## src/rtl/fpga_cfg_pkg.sv

```systemverilog
// fpga_cfg_pkg: loader states, default parameters and a sizing helper
package fpga_cfg_pkg;
  typedef enum logic [2:0] {
    IDLE,
    PRE,
    LOAD,
    WRITE,
    SETTLE_FF,
    SETTLE_RDY,
    DONE,
    ERR
  } cfg_state_t;
  localparam int DEF_CFG_W = 224;
  localparam int DEF_NUM_SLICES = 245;
  localparam int DEF_PRE_CYCLES = 10;
  localparam int DEF_SETTLE_CYCLES = 10;
  localparam bit DEF_PARTIAL_OK = 1'b1;
  function automatic int max2(input int a, input int b);
    return a > b ? a : b;
  endfunction
endpackage

```

## src/rtl/fpga_config_loader_timer.sv

```systemverilog
// cfg_delay_timer: loadable down-counter that saturates at zero and flags done there
module cfg_delay_timer #(
  parameter int W = 4
) (
  input  logic         clock,
  input  logic         rst,
  input  logic         load,
  input  logic [W-1:0] value,
  input  logic         count,
  output logic         done
);
  logic [W-1:0] cnt_q, cnt_d;
  always_comb cnt_d = load ? value : (count && cnt_q != '0) ? cnt_q - 1'b1 : cnt_q;
  always_ff @(posedge clock) cnt_q <= rst ? '0 : cnt_d;
  assign done = cnt_q == '0;
endmodule

```

## src/rtl/fpga_config_loader.sv

```systemverilog
// fpga_config_loader: streams configuration words into one-hot fabric slices, then sequences ff_en and rdy
module fpga_config_loader
  import fpga_cfg_pkg::*;
#(
  parameter int CFG_W         = DEF_CFG_W,
  parameter int NUM_SLICES    = DEF_NUM_SLICES,
  parameter int PRE_CYCLES    = DEF_PRE_CYCLES,
  parameter int SETTLE_CYCLES = DEF_SETTLE_CYCLES,
  parameter bit PARTIAL_OK    = DEF_PARTIAL_OK
) (
  input  logic                  clock,
  input  logic                  rst,
  input  logic                  start,
  input  logic                  cfg_valid,
  input  logic [CFG_W-1:0]      cfg_data,
  input  logic                  cfg_last,
  output logic                  cfg_ready,
  output logic [CFG_W-1:0]      configs_in,
  output logic [NUM_SLICES-1:0] configs_en,
  output logic                  ff_en,
  output logic                  rdy,
  output logic                  busy,
  output logic                  err
);
  localparam int KW = $clog2(NUM_SLICES + 1);
  localparam int CW = max2(1, $clog2(max2(PRE_CYCLES, SETTLE_CYCLES) + 1));
  localparam int PL = PRE_CYCLES > 0 ? PRE_CYCLES - 1 : 0;
  localparam int SL = SETTLE_CYCLES > 0 ? SETTLE_CYCLES - 1 : 0;
  cfg_state_t state_q, state_d;
  logic [KW-1:0] k_q, k_d, k_inc;
  logic [CFG_W-1:0] configs_in_q, configs_in_d;
  logic [NUM_SLICES-1:0] configs_en_q, configs_en_d;
  logic last_q, last_d, ff_en_q, ff_en_d, rdy_q, rdy_d, err_q, err_d;
  logic cfg_ready_q, cfg_ready_d, busy_q, busy_d;
  logic t_load, t_count, t_done, full, early;
  logic [CW-1:0] t_val;
  cfg_delay_timer #(.W(CW)) u_timer (
    .clock(clock),
    .rst  (rst),
    .load (t_load),
    .value(t_val),
    .count(t_count),
    .done (t_done)
  );
  assign k_inc = k_q + 1'b1;
  assign full  = k_inc == KW'(NUM_SLICES);
  assign early = last_q && !full && !PARTIAL_OK;
  always_comb begin
    state_d      = state_q;
    k_d          = k_q;
    last_d       = last_q;
    configs_in_d = configs_in_q;
    ff_en_d      = ff_en_q;
    rdy_d        = rdy_q;
    err_d        = err_q;
    t_load       = 1'b0;
    t_count      = 1'b0;
    t_val        = CW'(PL);
    case (state_q)
      IDLE, DONE, ERR: if (start) begin
        state_d = PRE_CYCLES == 0 ? LOAD : PRE;
        k_d     = '0;
        err_d   = 1'b0;
        ff_en_d = 1'b0;
        rdy_d   = 1'b0;
        t_load  = 1'b1;
      end
      PRE: if (t_done) state_d = LOAD; else t_count = 1'b1;
      LOAD: if (cfg_valid && cfg_ready_q) begin
        configs_in_d = cfg_data;
        last_d       = cfg_last;
        state_d      = WRITE;
      end
      WRITE: begin
        k_d     = k_inc;
        t_load  = 1'b1;
        t_val   = CW'(SL);
        state_d = (last_q || full) ? (early ? ERR : SETTLE_FF) : LOAD;
        err_d   = early;
      end
      SETTLE_FF: if (t_done) begin
        ff_en_d = 1'b1;
        state_d = SETTLE_RDY;
        t_load  = 1'b1;
        t_val   = CW'(SL);
      end else t_count = 1'b1;
      SETTLE_RDY: if (t_done) begin
        rdy_d   = 1'b1;
        state_d = DONE;
      end else t_count = 1'b1;
      default: state_d = IDLE;
    endcase
    cfg_ready_d  = state_d == LOAD;
    busy_d       = state_d inside {PRE, LOAD, WRITE, SETTLE_FF, SETTLE_RDY};
    configs_en_d = state_d == WRITE ? NUM_SLICES'(1) << k_d : '0;
  end
  always_ff @(posedge clock) begin
    if (rst) begin
      state_q      <= IDLE;
      k_q          <= '0;
      last_q       <= 1'b0;
      configs_in_q <= '0;
      configs_en_q <= '0;
      ff_en_q      <= 1'b0;
      rdy_q        <= 1'b0;
      err_q        <= 1'b0;
      cfg_ready_q  <= 1'b0;
      busy_q       <= 1'b0;
    end else begin
      state_q      <= state_d;
      k_q          <= k_d;
      last_q       <= last_d;
      configs_in_q <= configs_in_d;
      configs_en_q <= configs_en_d;
      ff_en_q      <= ff_en_d;
      rdy_q        <= rdy_d;
      err_q        <= err_d;
      cfg_ready_q  <= cfg_ready_d;
      busy_q       <= busy_d;
    end
  end
  assign cfg_ready  = cfg_ready_q;
  assign configs_in = configs_in_q;
  assign configs_en = configs_en_q;
  assign ff_en      = ff_en_q;
  assign rdy        = rdy_q;
  assign busy       = busy_q;
  assign err        = err_q;
endmodule

```

## config.mk

```make
export PLATFORM = sky130hd
export DESIGN_NAME = fpga_config_loader
export DESIGN_NICKNAME = d
export VERILOG_FILES = /design/src/rtl/fpga_cfg_pkg.sv /design/src/rtl/fpga_config_loader_timer.sv /design/src/rtl/fpga_config_loader.sv
export SDC_FILE = /design/constraint.sdc
export NUM_CORES = 1
export LEC_CHECK = 0
export BUFFER_PORTS_ARGS = -buffer_cell sky130_fd_sc_hd__buf_2
export CAP_MARGIN = 30
export CORE_AREA = 2 2 271 273
export DETAILED_ROUTE_END_ITERATION = 16
export DIE_AREA = 0 0 273 275
export GPL_ROUTABILITY_DRIVEN = 0
export GPL_TIMING_DRIVEN = 1
export HOLD_SLACK_MARGIN = 0.15
export SLEW_MARGIN = 10
export SYNTH_ARGS = -nofsm -noshare
export SYNTH_HDL_FRONTEND = slang
export SYNTH_SLANG_ARGS = --single-unit
```

## constraint.sdc

```tcl
create_clock -name clock -period 2.4 [get_ports clock]
set_clock_uncertainty 0.15 [all_clocks]
set_input_delay 0.72 -clock clock [delete_from_list [all_inputs] [get_ports clock]]
set_output_delay 0.72 -clock clock [all_outputs]
set_load 0.03 [all_outputs]
```

==> impl_metrics.tcl, run 1 <==
set metrics [dict create \
    critical_path.slowest_cell "sky130_fd_sc_hd__or4_4" \
    ctsHtreeMaxLevel 2 \
    critical_path.max_stage_delay_ns 0.60 \
    number_of_drc_markers_after_the_initial_detailed_route_iteration 777 \
    leakage_uw 0.0103 \
    synth_async_sr_flop_share_pct 0 \
    p_per_area_mw_per_mm2 764 \
    critPathLaunchType "flop" \
    drt.antenna.violating_nets 0 \
    yosys-top-cells-area "sky130_fd_sc_hd__dfxtp_1 62%, sky130_fd_sc_hd__nand2_1 12%, sky130_fd_sc_hd__a21oi_1 7.7%" \
    finalSetupViolations 0 \
    grt_setup_unrepaired "true" \
    core_mm2 0.0723 \
    path_class "reg2reg" \
    timing.critical_path.cells "buf_4 -> or4b_4 -> nand3_4 -> mux2_4 -> nand2_4 -> or4_4 -> nor2_2" \
    finalMaxSlewViolations 0 \
    synth_top_area_cell "sky130_fd_sc_hd__dfxtp_1" \
    post-synth-top-area-fraction_pct 62.5 \
    first_global_vias 14100 \
    critical_path.max_fanout 5 \
    finalNetCount 2811 \
    antenna_found_initial 8 \
    cts.path.max_buffers 3 \
    placement.setup.worst_slack_ns -0.403 \
    die-height_um 275 \
    timing.hold.worst.class "in2reg" \
    tightest_slew_ns 0.710 \
    wl_met1_um 22200 \
    met3_length_um 4490 \
    initial_core_util_pct 21.7 \
    wl_per_cell_um 16.4 \
    num_io_pins 703 \
    post_synthesis_net_count 2000 \
    layout_worst_path_cycle_share_pct 97.8 \
    netlist-cell-type-count 69 \
    synthFlopType "sky130_fd_sc_hd__dfxtp_1" \
    insertion_delay_ns 0.60 \
    final_cells 3581 \
    grt_remaining_overflow 0 \
    die_width_um 273 \
    postSynthCellCount 1768 \
    worst_ep_required_time_ns 2.77 \
    track_usage_pct 14.6 \
    floorplan.die_area_mm2 0.0751 \
    final_layout_size_suffix_gt1_share_pct 39.8 \
    grt_max_degree 130 \
    ys_ff_latch 489 \
    end_kind "flop" \
    synth-warning-count 0 \
    clk_pin_slew_ns 0.06 \
    portion_of_the_post_synthesis_area_used_by_sequential_elements_pct 62.5 \
    fmax_ghz 0.426 \
    cts_hold_repair.buffers 0 \
    status "completed" \
    routed_wl_met2_um 30000 \
    cts_buffer_count 52 \
    top_routing_layer_used "met5" \
    clock_tree.root_cell "sky130_fd_sc_hd__clkbuf_16" \
    routed_via_density 4.16 \
    area.sequential_mm2 0.00980 \
    fill_cells 7618 \
    dpl.hpwl_um 44400 \
    first_pass_grt_wire_length_um 84800 \
    drt_drc_violations_left 0 \
    tritoncts "done" \
    vias 14900 \
    hold_violations 0 \
    port_buffers 701 \
    tritoncts_num_sinks 489 \
    max_ir_drop_vdd_mv 0.566 \
    final_critical_path_setup_slack_ns 0.0530 \
    timing.max_slew.rel_slack_pct 52.7 \
    postRouteWirelength_um 58600 \
    core.rowCount 99 \
    max_cap_viol_count 0 \
    drtPass1Iterations 5 \
    multiInputGateArea_mm2 0.00563 \
    mappedNetlistArea_mm2 0.0157 \
    critPathArrivalTime_ns 2.72 \
    area_delta_synth_final_pct 50.6 \
    setup_tns_ns 0 \
    period_needed_ns 2.35 \
    syn-mean-instance-area_um2 8.87 \
    number_of_enable_flip_flop_cells_after_synthesis 0 \
    dp.cells 3471 \
]
## power by group
part	switching, uW	internal, uW	total (uW)	leakage, uW
clock	3330	4730	8050	0.000836
sequential	54.5	8200	8250	0.00394
combinational	971	746	1720	0.00552
total	4350	13700	18000	0.0103
## sequential cells by signal, indices dropped and copies added, names as in the netlist, 3 cells and up
signal,cells
state_q,3
u_timer.cnt_q,4
configs_en,245
k_q,8
configs_in,224
## synth_stat cells, types with 3 or more instances
cell type	number
sky130_fd_sc_hd__nor3_1	61
sky130_fd_sc_hd__nand4_1	4
sky130_fd_sc_hd__nand3_1	20
sky130_fd_sc_hd__nand3b_1	3
sky130_fd_sc_hd__nand2_1	495
sky130_fd_sc_hd__ha_1	3
sky130_fd_sc_hd__a21oi_1	240
sky130_fd_sc_hd__dfxtp_1	489
sky130_fd_sc_hd__a21boi_0	3
sky130_fd_sc_hd__buf_2	42
sky130_fd_sc_hd__clkbuf_1	67
sky130_fd_sc_hd__o21ai_0	9
sky130_fd_sc_hd__inv_1	10
sky130_fd_sc_hd__nor4_1	4
sky130_fd_sc_hd__nor2b_1	4
sky130_fd_sc_hd__nand3_2	6
sky130_fd_sc_hd__xnor2_1	5
sky130_fd_sc_hd__nor2_1	217
sky130_fd_sc_hd__or2_2	3
sky130_fd_sc_hd__buf_4	6
sky130_fd_sc_hd__or3_1	3
sky130_fd_sc_hd__a211o_1	4
sky130_fd_sc_hd__nor2_2	6
sky130_fd_sc_hd__nand2b_1	3
sky130_fd_sc_hd__a211oi_1	5
## layout make-up
class / count / area share (%)
inverter: 10 / 0.159
tap: 959 / 5.08
sequential: 489 / 41.5
multi-input combinational: 1152 / 23.9
clock buffer: 80 / 6.47
timing repair buffer: 874 / 22.0
clock inverter: 14 / 0.827
antenna: 3 / 0.0318
## what timing repair did
action | 4_1_cts | 5_1_grt
pin swaps | 5 | 21
endpoints found under the hold margin | 0 | 0
setup buffers | 3 | 11
gates resized for setup | 16 | 54
setup endpoints to repair | 223 | 191
## path summary, 6_finish.rpt
kind | startpoint | slack [ns] | end | cells after the start
min reg2reg | configs_in[63]$_SDFFE_PP0P_ | 0.30 | configs_in[63]$_SDFFE_PP0P_ | 2
max | state_q[1]$_SDFF_PP0_ | 0.05 | configs_en[57]$_SDFF_PP0_ | 7
max reg2reg | state_q[1]$_SDFF_PP0_ | 0.05 | configs_en[57]$_SDFF_PP0_ | 7
min | cfg_data[176] | 0.21 | configs_in[176]$_SDFFE_PP0P_ | 3
## kinds of logic (layout without fill, tap and decap cells)
| family | count (synthesis) | after routing | synth area share (%) |
|---|---|---|---|
| adders and majority gates | 3 | 3 | 0.239 |
| DFF | 489 | 489 | 62.5 |
| AOI/OAI and AO/OA | 289 | 289 | 10.4 |
| and+or+nand+nor | 849 | 849 | 22.6 |
| other | 1 | 4 | 0.0239 |
| muxes | 3 | 3 | 0.311 |
| buffers and inverters | 127 | 978 | 3.62 |
| xor gates and xnor gates | 7 | 7 | 0.391 |
## cells in the final DEF, fill, tap and decap left out, types with 3 or more instances in the layout
| cell | n |
|---|---|
| sky130_fd_sc_hd__nor2_4 | 6 |
| sky130_fd_sc_hd__or3_4 | 4 |
| sky130_fd_sc_hd__nand2_1 | 488 |
| sky130_fd_sc_hd__xnor2_1 | 4 |
| sky130_fd_sc_hd__buf_4 | 139 |
| sky130_fd_sc_hd__a21oi_2 | 4 |
| sky130_fd_sc_hd__dfxtp_2 | 3 |
| sky130_fd_sc_hd__nand2b_1 | 3 |
| sky130_fd_sc_hd__nand2_4 | 3 |
| sky130_fd_sc_hd__nor3_2 | 3 |
| sky130_fd_sc_hd__nor2_2 | 11 |
| sky130_fd_sc_hd__nand3_4 | 3 |
| sky130_fd_sc_hd__dfxtp_4 | 3 |
| sky130_fd_sc_hd__clkinv_2 | 3 |
| sky130_fd_sc_hd__nand3_1 | 17 |
| sky130_fd_sc_hd__buf_6 | 5 |
| sky130_fd_sc_hd__dfxtp_1 | 483 |
| sky130_fd_sc_hd__nand4_1 | 4 |
| sky130_fd_sc_hd__clkinv_4 | 4 |
| sky130_fd_sc_hd__nor2b_1 | 4 |
| sky130_fd_sc_hd__nor3_1 | 58 |
| sky130_fd_sc_hd__buf_2 | 700 |
| sky130_fd_sc_hd__clkbuf_8 | 11 |
| sky130_fd_sc_hd__bufinv_16 | 3 |
| sky130_fd_sc_hd__a21oi_1 | 237 |
| sky130_fd_sc_hd__nand3_2 | 7 |
| sky130_fd_sc_hd__a21boi_0 | 3 |
| sky130_fd_sc_hd__inv_1 | 8 |
| sky130_fd_sc_hd__nand3b_1 | 3 |
| sky130_fd_sc_hd__nand2_2 | 7 |
| sky130_fd_sc_hd__diode_2 | 3 |
| sky130_fd_sc_hd__nor2_1 | 206 |
| sky130_fd_sc_hd__clkbuf_16 | 53 |
| sky130_fd_sc_hd__clkbuf_1 | 17 |
| sky130_fd_sc_hd__a211o_1 | 4 |
| sky130_fd_sc_hd__o21ai_0 | 8 |
| sky130_fd_sc_hd__buf_12 | 29 |
| sky130_fd_sc_hd__a211oi_1 | 4 |
## worst max-delay path, delay by kind of cell, from the launching register on
family        cells  cell delay, ns
buf+inv           1            0.15
flops             1            0.36
mux               1            0.20
simple gates      5            1.41
## routing by layer
| metal | vias to the layer above | global-route usage [%] |
|---|---|---|
| met5 | - | 0 |
| met4 | 6 | 5.18 |
| met3 | 113 | 3.99 |
| met2 | 575 | 27.0 |
| met1 | 6855 | 15.8 |
| li1 | 7360 | - |
## stage by stage
stage                     hold slack [ns]  util, %  total power, uW  instance area (um^2)
after floorplan                     0.312        -             9210                 15800
after global placement              0.289     29.7             9970                 21500
after detailed placement            0.293     29.7             9980                 21500
after CTS                           0.162     32.2            18100                 23300
after global routing                0.164     32.6            18700                 23600
final                               0.208     32.6            18000                 23600
Note: power is estimated with default switching activity, not from simulation.
==> inputs of run 2 (changes only) <==
--- a/config.mk
+++ b/config.mk
@@ -8,11 +8,13 @@
 export BUFFER_PORTS_ARGS = -buffer_cell sky130_fd_sc_hd__buf_2
 export CAP_MARGIN = 30
 export CORE_AREA = 2 2 271 273
+export CTS_BUF_LIST = sky130_fd_sc_hd__clkbuf_4 sky130_fd_sc_hd__clkbuf_8 sky130_fd_sc_hd__clkbuf_16
 export DETAILED_ROUTE_END_ITERATION = 16
 export DIE_AREA = 0 0 273 275
 export GPL_ROUTABILITY_DRIVEN = 0
 export GPL_TIMING_DRIVEN = 1
 export HOLD_SLACK_MARGIN = 0.15
+export RECOVER_POWER = 100
 export SLEW_MARGIN = 10
 export SYNTH_ARGS = -nofsm -noshare
 export SYNTH_HDL_FRONTEND = slang
==> run 2 against run 1 <==
  * Worst hold slack improved by 0.0022 ns
  * Maximum frequency fell by 0.85%
  * Global-route usage barely moved
  * Final cell count barely moved
  * Critical path type unchanged
  * Combinational power barely moved
  * Clock power rose by 2%
==> impl_metrics.tcl, run 2 (synthesized netlist as in run 1, its figures left out) <==
set metrics [dict create \
    critical_path.max_fanout 20 \
    grt_setup_unrepaired "true" \
    fmax_ghz 0.422 \
    clock_tree.root_cell "sky130_fd_sc_hd__clkbuf_16" \
    timing.rr.start "state_q[2]$_SDFF_PP0_" \
    routed_via_density 4.17 \
    finalNetCount 2814 \
    tritoncts_num_sinks 489 \
    number_of_drc_markers_after_the_initial_detailed_route_iteration 784 \
    area.sequential_mm2 0.00981 \
    core_mm2 0.0723 \
    holdPathEnd "configs_in[176]$_SDFFE_PP0P_" \
    layout_worst_path_cycle_share_pct 98.6 \
    holdCritStartpoint "cfg_data[176]" \
    final_common_cell "sky130_fd_sc_hd__buf_2" \
    initial_core_util_pct 21.7 \
    drtPass1Iterations 4 \
    area_delta_synth_final_pct 51.7 \
    floorplan.die_area_mm2 0.0751 \
    vias 15000 \
    tightest_slew_ns 0.752 \
    tritoncts "done" \
    end_kind "flop" \
    first_global_vias 14100 \
    path_class "reg2reg" \
    worst_ep_required_time_ns 2.74 \
    cts_buffer_count 52 \
    dpl-instance-area_mm2 0.0215 \
    final_area_mm2 0.0238 \
    critPathArrivalTime_ns 2.71 \
    largest_register_ffs 245 \
    status "completed" \
    clk_pin_slew_ns 0.06 \
    antenna_found_initial 8 \
    worst_r2r_path_depth 8 \
    grt_max_degree 130 \
    die-height_um 275 \
    num_io_pins 703 \
    drt.antenna.violating_nets 0 \
    mostFrequentLayoutCells "700 x sky130_fd_sc_hd__buf_2, 488 x sky130_fd_sc_hd__nand2_1, 481 x sky130_fd_sc_hd__dfxtp_1, 237 x sky130_fd_sc_hd__a21oi_1, 199 x sky130_fd_sc_hd__nor2_1" \
    ctsHtreeMaxLevel 2 \
    max_cap_viol_count 0 \
    first_pass_grt_wire_length_um 84700 \
    timing.max_slew.rel_slack_pct 49.9 \
    finalSetupViolations 0 \
    hold-path-cell-count 3 \
    dpl.hpwl_um 44400 \
    p_per_area_mw_per_mm2 767 \
    grt_remaining_overflow 0 \
    finalMaxSlewViolations 0 \
    multiInputGateArea_mm2 0.00569 \
    wl_per_cell_um 16.4 \
    track_usage_pct 14.6 \
    period_needed_ns 2.37 \
    core.rowCount 99 \
    leakage_uw 0.0104 \
    postRouteWirelength_um 58700 \
    r2r-end "configs_en[40]$_SDFF_PP0_" \
    port_buffers 701 \
    timing.hold.worst.class "in2reg" \
    max_ir_drop_vdd_mv 0.563 \
    rrSetupSlack_ns 0.03 \
    fill_cells 7607 \
    drt_drc_violations_left 0 \
    die_width_um 273 \
    insertion_delay_ns 0.60 \
    setup_tns_ns 0 \
    cts.path.max_buffers 3 \
    critPathLaunchType "flop" \
    hold_violations 0 \
    final_layout_size_suffix_gt1_share_pct 40.9 \
]
## run 2: worst max path at each step
| stage | to | startpoint | depth (start not counted) |
|---|---|---|---|
| after floorplan | configs_en[189]$_SDFF_PP0_ | start | 7 |
| after global placement | configs_en[17]$_SDFF_PP0_ | start | 8 |
| after detailed placement | configs_en[17]$_SDFF_PP0_ | start | 8 |
| after CTS | configs_en[239]$_SDFF_PP0_ | k_q[1]$_SDFF_PP0_ | 9 |
| after global routing | configs_en[222]$_SDFF_PP0_ | k_q[1]$_SDFF_PP0_ | 10 |
| final | configs_en[40]$_SDFF_PP0_ | state_q[2]$_SDFF_PP0_ | 8 |
## run 2: final cells by class
class	count	area share, %
clock buffer	80	6.69
timing repair buffer	877	22.1
sequential	489	41.2
clock inverter	14	0.821
antenna	3	0.0316
multi-input combinational	1152	23.9
tap	959	5.04
inverter	10	0.158
## run 2: metrics by stage
stage	worst slack (ns)	utilization (%)	cells	total power (uW)	hold slack, ns
2_1_floorplan	-0.0967	-	1768	9210	0.312
3_3_place_gp	-0.337	29.7	3471	9970	0.289
3_5_place_dp	-0.403	29.7	3471	9980	0.293
4_1_cts	-0.0196	32.3	3568	18300	0.157
5_1_grt	-0.0187	32.9	3582	19000	0.165
6_report	0.0328	32.9	3584	18300	0.210
## run 2: critical path, cell delays in order (launching register included)
cell and delay (ns):
sky130_fd_sc_hd__dfxtp_2 0.35, sky130_fd_sc_hd__buf_12 0.15, sky130_fd_sc_hd__mux2_2 0.39, sky130_fd_sc_hd__a211oi_1 0.33
sky130_fd_sc_hd__a211o_1 0.19, sky130_fd_sc_hd__and2_1 0.21, sky130_fd_sc_hd__nand2_1 0.12, sky130_fd_sc_hd__buf_12 0.17
sky130_fd_sc_hd__nor2_1 0.20
## run 2: timing repair
action                                  4_1_cts  5_1_grt
endpoints found under the setup margin      225      194
setup buffers                                 3       13
gates resized for setup                      16       76
hold buffers                                  0        0
hold endpoints to repair                      0        0
pin swaps                                     4       23
cloned                                        0        1
## run 2: metal layers
layer,vias up,GRT usage (%),wire (um)
met5,-,0,36
met4,6,5.08,1930
met3,116,3.96,4470
met2,602,27.1,30100
met1,6862,15.8,22200
li1,7368,-,-
## run 2: power by group
| group | internal (uW) | switching, uW | total (uW) |
|---|---|---|---|
| registers | 8200 | 56.2 | 8250 |
| logic | 775 | 978 | 1750 |
| clock network | 4920 | 3320 | 8240 |
| total | 13900 | 4360 | 18300 |
